--- config.mk ---
export PLATFORM = sky130hd
export DESIGN_NAME = axis_cpu_loader
export DESIGN_NICKNAME = d
export VERILOG_FILES = /design/src/rtl/axis_cpu_loader.sv
export SDC_FILE = /design/constraint.sdc
export NUM_CORES = 1
export LEC_CHECK = 0
export ABC_AREA = 1
export ABC_CLOCK_PERIOD_IN_PS = 5800
export CAP_MARGIN = 20
export CORE_ASPECT_RATIO = 0.9
export CORE_MARGIN = 5
export CORE_UTILIZATION = 50
export DETAILED_ROUTE_END_ITERATION = 16
export PLACE_DENSITY = 0.72
export SYNTH_ARGS = -nofsm -noshare
export SYNTH_HDL_FRONTEND = slang
export SYNTH_SLANG_ARGS = --single-unit
export TNS_END_PERCENT = 30
--- constraint.sdc ---
create_clock -name clk -period 5.8 [get_ports clk]
set_input_delay 1.16 -clock clk [delete_from_list [all_inputs] [get_ports clk]]
set_output_delay 1.16 -clock clk [all_outputs]
set_load 0.05 [all_outputs]
--- src/rtl/axis_cpu_loader.sv ---
// axis_cpu_loader: AXI-Stream program image to register-map cmd beats.
// Optional trailing checksum word: define LOADER_CKSUM_EN.
module axis_cpu_loader #(
  parameter int CODE_ADDR_WIDTH = 10,
  parameter int CPU_ID_WIDTH = 12,
  parameter logic [3:0] REG_PROG = 4'd0,
  parameter logic [3:0] REG_INST = 4'd1,
  parameter logic [3:0] REG_JMP_OFF = 4'd2,
  parameter logic [3:0] REG_IMM = 4'd3
) (
  input  logic        clk,
  input  logic        rst,
  input  logic [31:0] prog_in_TDATA,
  input  logic        prog_in_TVALID,
  output logic        prog_in_TREADY,
  input  logic        prog_in_TLAST,
  output logic [31:0] cmd_out_TDATA,
  output logic        cmd_out_TVALID,
  output logic        busy,
  output logic        done,
  output logic        err
);

  localparam int CW = CODE_ADDR_WIDTH + 1;

`ifdef LOADER_CKSUM_EN
  typedef enum logic [3:0] {
    S_IDLE, S_ON_A, S_ON_D, S_BODY_A, S_BODY_D,
    S_OFF_A, S_OFF_D, S_DRAIN, S_CK
  } state_t;
`else
  typedef enum logic [3:0] {
    S_IDLE, S_ON_A, S_ON_D, S_BODY_A, S_BODY_D,
    S_OFF_A, S_OFF_D, S_DRAIN
  } state_t;
`endif

  typedef enum logic [1:0] {
    PH_JMP, PH_IMM, PH_INST
  } phase_t;

  state_t state, state_n;
  phase_t phase, phase_hdr, phase_nxt;

  logic [CPU_ID_WIDTH-1:0] cpu_id;
  logic [4:0]    n_jmp, n_imm;
  logic [CW-1:0] n_inst, cnt, cnt_inc, cur_n;
  logic [31:0]   data_q;
  logic [4:0]    h_jmp, h_imm;
  logic [CW-1:0] h_inst;
  logic          h_bad;
  logic          ph_end, last_exp;
  logic [3:0]    reg_cur;
  logic [31:0]   hdr_beat, body_beat;
  logic          tready, tvalid;
  logic [31:0]   tdata;
  logic          hdr_acc, body_acc, err_set;
  logic          err_q, done_q;
`ifdef LOADER_CKSUM_EN
  logic [31:0]   sum;
`endif

  assign h_jmp  = prog_in_TDATA[19:15];
  assign h_imm  = prog_in_TDATA[14:10];
  assign h_inst = {1'b0, prog_in_TDATA[CODE_ADDR_WIDTH-1:0]} + CW'(1);
  assign h_bad  = (h_jmp > 5'd16) || (h_imm > 5'd16);

  assign cnt_inc   = cnt + CW'(1);
  assign ph_end    = (cnt_inc == cur_n);
  assign last_exp  = (phase == PH_INST) && ph_end;
  assign hdr_beat  = {cpu_id, REG_PROG, 16'h0};
  assign body_beat = {cpu_id, reg_cur, 16'h0};

  // First non-empty phase named by an incoming header
  always_comb begin
    phase_hdr = PH_INST;
    if (h_jmp != 5'd0)
      phase_hdr = PH_JMP;
    else if (h_imm != 5'd0)
      phase_hdr = PH_IMM;
  end

  // Word count, target register and successor of the current phase
  always_comb begin
    cur_n     = n_inst;
    reg_cur   = REG_INST;
    phase_nxt = PH_INST;
    unique case (phase)
      PH_JMP: begin
        cur_n     = CW'(n_jmp);
        reg_cur   = REG_JMP_OFF;
        phase_nxt = (n_imm != 5'd0) ? PH_IMM : PH_INST;
      end
      PH_IMM: begin
        cur_n   = CW'(n_imm);
        reg_cur = REG_IMM;
      end
      default: ;
    endcase
  end

  // Next state, handshake and cmd beat selection
  always_comb begin
    state_n  = state;
    tready   = 1'b0;
    tvalid   = 1'b0;
    tdata    = 32'h0;
    hdr_acc  = 1'b0;
    body_acc = 1'b0;
    err_set  = 1'b0;
    unique case (state)
      S_IDLE: begin
        tready = 1'b1;
        if (prog_in_TVALID) begin
          if (prog_in_TLAST || h_bad) begin
            err_set = 1'b1;
          end else begin
            hdr_acc = 1'b1;
            state_n = S_ON_A;
          end
        end
      end
      S_ON_A: begin
        tvalid  = 1'b1;
        tdata   = hdr_beat;
        state_n = S_ON_D;
      end
      S_ON_D: begin
        tvalid  = 1'b1;
        tdata   = 32'd1;
        state_n = S_BODY_A;
      end
      S_BODY_A: begin
        tready = 1'b1;
        if (prog_in_TVALID) begin
`ifdef LOADER_CKSUM_EN
          if (prog_in_TLAST) begin
            err_set = 1'b1;
            state_n = S_IDLE;
          end else begin
`else
          if (prog_in_TLAST && !last_exp) begin
            err_set = 1'b1;
            state_n = S_IDLE;
          end else if (!prog_in_TLAST && last_exp) begin
            err_set = 1'b1;
            state_n = S_DRAIN;
          end else begin
`endif
            tvalid   = 1'b1;
            tdata    = body_beat;
            body_acc = 1'b1;
            state_n  = S_BODY_D;
          end
        end
      end
      S_BODY_D: begin
        tvalid = 1'b1;
        tdata  = data_q;
        if (last_exp)
`ifdef LOADER_CKSUM_EN
          state_n = S_CK;
`else
          state_n = S_OFF_A;
`endif
        else
          state_n = S_BODY_A;
      end
      S_OFF_A: begin
        tvalid  = 1'b1;
        tdata   = hdr_beat;
        state_n = S_OFF_D;
      end
      S_OFF_D: begin
        tvalid  = 1'b1;
        tdata   = 32'd0;
        state_n = S_IDLE;
      end
      S_DRAIN: begin
        tready = 1'b1;
        if (prog_in_TVALID && prog_in_TLAST)
          state_n = S_IDLE;
      end
`ifdef LOADER_CKSUM_EN
      S_CK: begin
        tready = 1'b1;
        if (prog_in_TVALID) begin
          if (!prog_in_TLAST) begin
            err_set = 1'b1;
            state_n = S_DRAIN;
          end else if (prog_in_TDATA == sum) begin
            state_n = S_OFF_A;
          end else begin
            err_set = 1'b1;
            state_n = S_IDLE;
          end
        end
      end
`endif
      default: state_n = S_IDLE;
    endcase
  end

  // Reset silences both streams at once, even mid-image
  assign prog_in_TREADY = tready && !rst;
  assign cmd_out_TVALID = tvalid && !rst;
  assign cmd_out_TDATA  = rst ? 32'h0 : tdata;
  assign busy           = !rst && (state != S_IDLE);
  assign done           = done_q;
  assign err            = err_q;

  // State, header fields, phase counter and status flags
  always_ff @(posedge clk) begin
    if (rst) begin
      state  <= S_IDLE;
      phase  <= PH_JMP;
      cpu_id <= '0;
      n_jmp  <= '0;
      n_imm  <= '0;
      n_inst <= '0;
      cnt    <= '0;
      data_q <= '0;
      err_q  <= 1'b0;
      done_q <= 1'b0;
`ifdef LOADER_CKSUM_EN
      sum    <= '0;
`endif
    end else begin
      state  <= state_n;
      done_q <= (state == S_OFF_D);
      if (err_set)
        err_q <= 1'b1;
      else if (hdr_acc)
        err_q <= 1'b0;
      if (hdr_acc) begin
        cpu_id <= prog_in_TDATA[31 -: CPU_ID_WIDTH];
        n_jmp  <= h_jmp;
        n_imm  <= h_imm;
        n_inst <= h_inst;
        phase  <= phase_hdr;
        cnt    <= '0;
`ifdef LOADER_CKSUM_EN
        sum    <= '0;
`endif
      end
      if (body_acc) begin
        data_q <= prog_in_TDATA;
`ifdef LOADER_CKSUM_EN
        sum    <= sum + prog_in_TDATA;
`endif
      end
      if (state == S_BODY_D) begin
        if (ph_end) begin
          cnt   <= '0;
          phase <= phase_nxt;
        end else begin
          cnt <= cnt_inc;
        end
      end
    end
  end

endmodule

==> impl.org <==
** Final layout
- Relative to the synthesized area, the layout overhead comes to 23.1%.
- Net count, final :: 758
- After the flow finishes, the layout carries non-filler instances totaling 841.
- Share of layout cells above drive strength 1 :: 4.85%
- Diode count :: 0

** Setup path
- The critical path is of the reg -> out type.
- Buf/Inv on CP :: 1
- Data arrives at the worst endpoint at 4.14 ns.
- The most critical setup path has its startpoint at cnt[0].
- Of all nets on the critical path, the largest fanout is 12.
- Required time at the endpoint of the critical path :: 4.64 ns
- Critical path, cell by cell :: ha_1, nand3_1, nor2_1, nand2_1, nand2_1, nand2_1, nand2_1, nand2_1, nor2_1, nand2_1, nor2_2, nand2_1, ha_1, nor4_2, or2_2, a22oi_1, nor2_1, clkdlybuf4s50_1
- Among cell families on the critical path, the largest total delay comes from simple AND/OR/NAND/NOR gates.
- In this run the critical register-to-register path is launched from cnt[0].
- Most frequent CP cell :: nand2_1
- Highest cell delay on the worst timing path :: 0.82 ns
- The worst setup path is captured at an output pin.
- Critical Path Source Type :: flip-flop
- The slowest stage of the critical path is the clkdlybuf4s50_1 cell.

** Power
- In this run, the combinational gates consume 9.4% of the power.
- VDD sags by at most 0.159 mV.
- Internal Pwr Total :: 881 uW
- Share of power burned in the clock network :: 40.3%
- Power density over the cells :: 220 mW/mm^2
- For this design the static power due to leakage is 0.00219 uW.
- Net switching is 24.8% of the power.
- Overall power consumption after layout is estimated at 1170 uW.
- Power spent charging and discharging nets :: 291 uW
- The share of total power dissipated in sequential elements is 50.2%.

** Timing
- At the pin with the least slew margin, the transition time is 1.05 ns.
- Clock skew on the completed layout was measured at 0.0107 ns.
- Final setup fails :: 0
- The number of failing hold endpoints at the final stage is 0.
- The final count of pins violating max slew is 0.
- The worst path uses 91.4% of the clock period.
- Static timing analysis puts the maximum clock frequency at 189 MHz.
- Setup repair after global routing left no endpoint under its margin.
- After routing, the total negative slack on setup checks comes to 0 ns.
- Min cycle time layout :: 5.30 ns
- WHS :: 0.481 ns
- Worst max-slew margin expressed relative to the limit :: 29.9%

** Synth
- Share of flip-flops with an asynchronous set or reset :: 0%
- Summing the areas of all compound-gate instances in the mapped netlist gives 16.7% of the synthesized area.
- Synthesized-area fraction occupied by adder cells :: 1.16%
- Synthesis produced 661 cells.
- Yosys printed 0 warnings.
- Combinational family with the most area after synthesis :: simple AND/OR/NAND/NOR gates
- Post-synthesis area per instance :: 6.53 sq um
- Post-synthesis mux area share :: 0%
- Synthesis produced a netlist with a net count of 701.
- Of the total synthesized cell area, the portion taken by XOR and XNOR cells is 2.03%.
- The synthesized netlist occupies a cell area of 0.00432 sq mm.
- After synthesis, the netlist uses 31 different library cells.
- In this run, synthesis produced a sequential element count of 83.
- Summing the areas of all and, or, nand and nor instances in the mapped netlist gives 32.9% of the synthesized area.
- Part of the Yosys area used for sequential elements :: 38.5%
- Post-synth EDFFs :: 0
- Leading register cell type out of synthesis :: dfxtp_1

** Hold path
- Worst hold start :: n_imm[3]
- The path class of the tightest hold or removal check is reg -> reg.

** Clock tree
- Clk slew on worst S/H paths :: 0.08 ns
- Once the clock tree was built, the resizer swapped 0 gates to a different size.
- Root buf cell :: clkbuf_8
- Largest buffer count on any clock path :: 2
- Clock tree synthesis inserted a total of 9 buffers.
- Buffer count from post-CTS setup fixing :: 0
- Number of clock sinks seen by CTS :: 83
- Clock tree from TritonCTS :: yes
- CTS Hold Buffers Added :: 0
- The clock tree synthesis step divided the H-tree into 3 levels.
- Source-to-sink clock delay at the later pin of the worst-skew pair :: 0.36 ns

** Die
- Cell row count :: 32
- The die is 98.2 microns tall.
- For this configuration, the core starts out at a cell density of 50.9%.
- The core region is 0.00849 sq mm.
- Io pins :: 73
- Measured along the x axis, the die boundary spans 108 microns.
- Die Footprint :: 0.0106 sq mm

** GRT
- Entering global routing, the biggest net connects 50 pins.
- Leftover overflow at the end of global routing :: 0
- The via count of the first global-routing pass came to 4276.
- Number of antenna violations at the first check in global routing :: 0
- In the global route stage, overall resource usage came out at 23.1%.
- Wire length of the first global-routing pass :: 20000 microns

** Routing
- The first routing iteration left 263 violations.
- In the routed design, unresolved DRC markers number 0.
- In the final routed layout, each cell accounts on average for 14.4 microns.
- The first detailed-routing pass took 5 iterations.
- Final routed wirelength across all metal layers :: 12100 microns
- Via Count :: 4444
- Via-to-Cell Ratio :: 5.28
- Number of nets still failing antenna checks after routing :: 0

** Placed design
- Port bufs :: 72
- Once placement completed, the tool counted placed cells totaling 826.
- The congestion estimate from routability-driven global placement came to 0.970.
- Detailed placer's ending HPWL :: 8680 microns

** Outcome
- The run finished with clean final reports.

** Run
- Across the run, the number of max-cap violations was 0.
per-layer routing:
layer / share of wire, % / GRT usage (%) / vias up
met4: 0.91 / 6.60 / 0
met3: 5.0 / 5.22 / 10
met5: 0 / 0 / -
li1: - / - / 2258
met1: 49 / 32.4 / 2074
met2: 45 / 35.5 / 102
metrics by stage:
stage	util [%]	worst slack, ns	cell area (sq um)
6_report	62.6	0.498	5320
5_1_grt	62.6	0.144	5320
4_1_cts	62.6	0.494	5320
3_5_place_dp	60.0	0.882	5090
3_3_place_gp	60.0	0.983	5090
2_1_floorplan	-	1.64	4320
flip-flops by register name (all words and copies together), names as in the netlist:
| name | flops |
|---|---|
| cnt | 11 |
| cpu_id | 12 |
| data_q | 32 |
| done | 1 |
| err | 1 |
| n_imm | 5 |
| n_inst | 11 |
| n_jmp | 5 |
| phase | 2 |
| state | 3 |
cell families (layout without fill, tap and decap cells):
group                      count (synthesis)  after routing
DFF                                       83             83
xor gates and xnor gates                  10             10
AOI/OAI and AO/OA                        134            134
buffers and inverters                     92            153
and+or+nand+nor                          338            338
adders and majority gates                  4              4
cell usage after synthesis, types with 4 or more instances:
cell type	instances	area, sq um
nand3_1	42	210
a22oi_1	13	97.6
nor3_1	5	25.0
o21ai_0	64	320
xor2_1	9	78.8
inv_1	56	210
a21oi_1	48	240
clkbuf_1	16	60.1
a211oi_1	5	37.5
buf_2	14	70.1
nor2_1	131	492
ha_1	4	50.1
dfxtp_1	83	1660
nand4_1	12	75.1
nand2_1	133	499
nor2_2	5	31.3
final timing paths:
kind	endpoint	slack, ns	depth (start not counted)
worst min register to register	n_imm[3]	0.48	2
worst max-delay path	cmd_out_TDATA[30]	0.50	18
worst max register to register	data_q[23]	2.30	20
worst min-delay path	n_imm[3]	0.48	2
layout make-up:
| cell class | count | area, sq um |
|---|---|---|
| clock inverter | 5 | 85.1 |
| clock buffer | 10 | 138 |
| tap | 119 | 149 |
| sequential | 83 | 1660 |
| multi-input combinational | 486 | 2290 |
| fill | 828 | 3170 |
| timing repair buffer | 79 | 773 |
| inverter | 59 | 221 |
power by group through the flow:
stage	sequential (uW)	clock, uW	combinational [uW]
floorplan	601	0	60.6
global placement	601	0	108
detailed placement	601	0	109
CTS	588	484	110
global route	590	504	121
finish	588	472	110
cells in the final DEF (no fill, tap or decap), types with 4 or more instances in the layout:
| cell | n |
|---|---|
| nand2_1 | 133 |
| ha_1 | 4 |
| a211oi_1 | 5 |
| a22oi_1 | 13 |
| nand4_1 | 12 |
| o21ai_0 | 64 |
| a21oi_1 | 48 |
| nor3_1 | 5 |
| nor2_2 | 6 |
| clkbuf_8 | 10 |
| nor2_1 | 130 |
| xor2_1 | 9 |
| buf_4 | 7 |
| nand3_1 | 42 |
| inv_1 | 56 |
| dfxtp_1 | 83 |
| clkdlybuf4s50_1 | 72 |
worst min-delay path: cells and delay by family, from the launching register on:
| kind | cells | cell delay, ns |
|---|---|---|
| AO/OA/AOI/OAI | 1 | 0.05 |
| buffers and inverters | 1 | 0.07 |
| flip-flops | 1 | 0.32 |
Note: power is estimated with default switching activity, not from simulation.
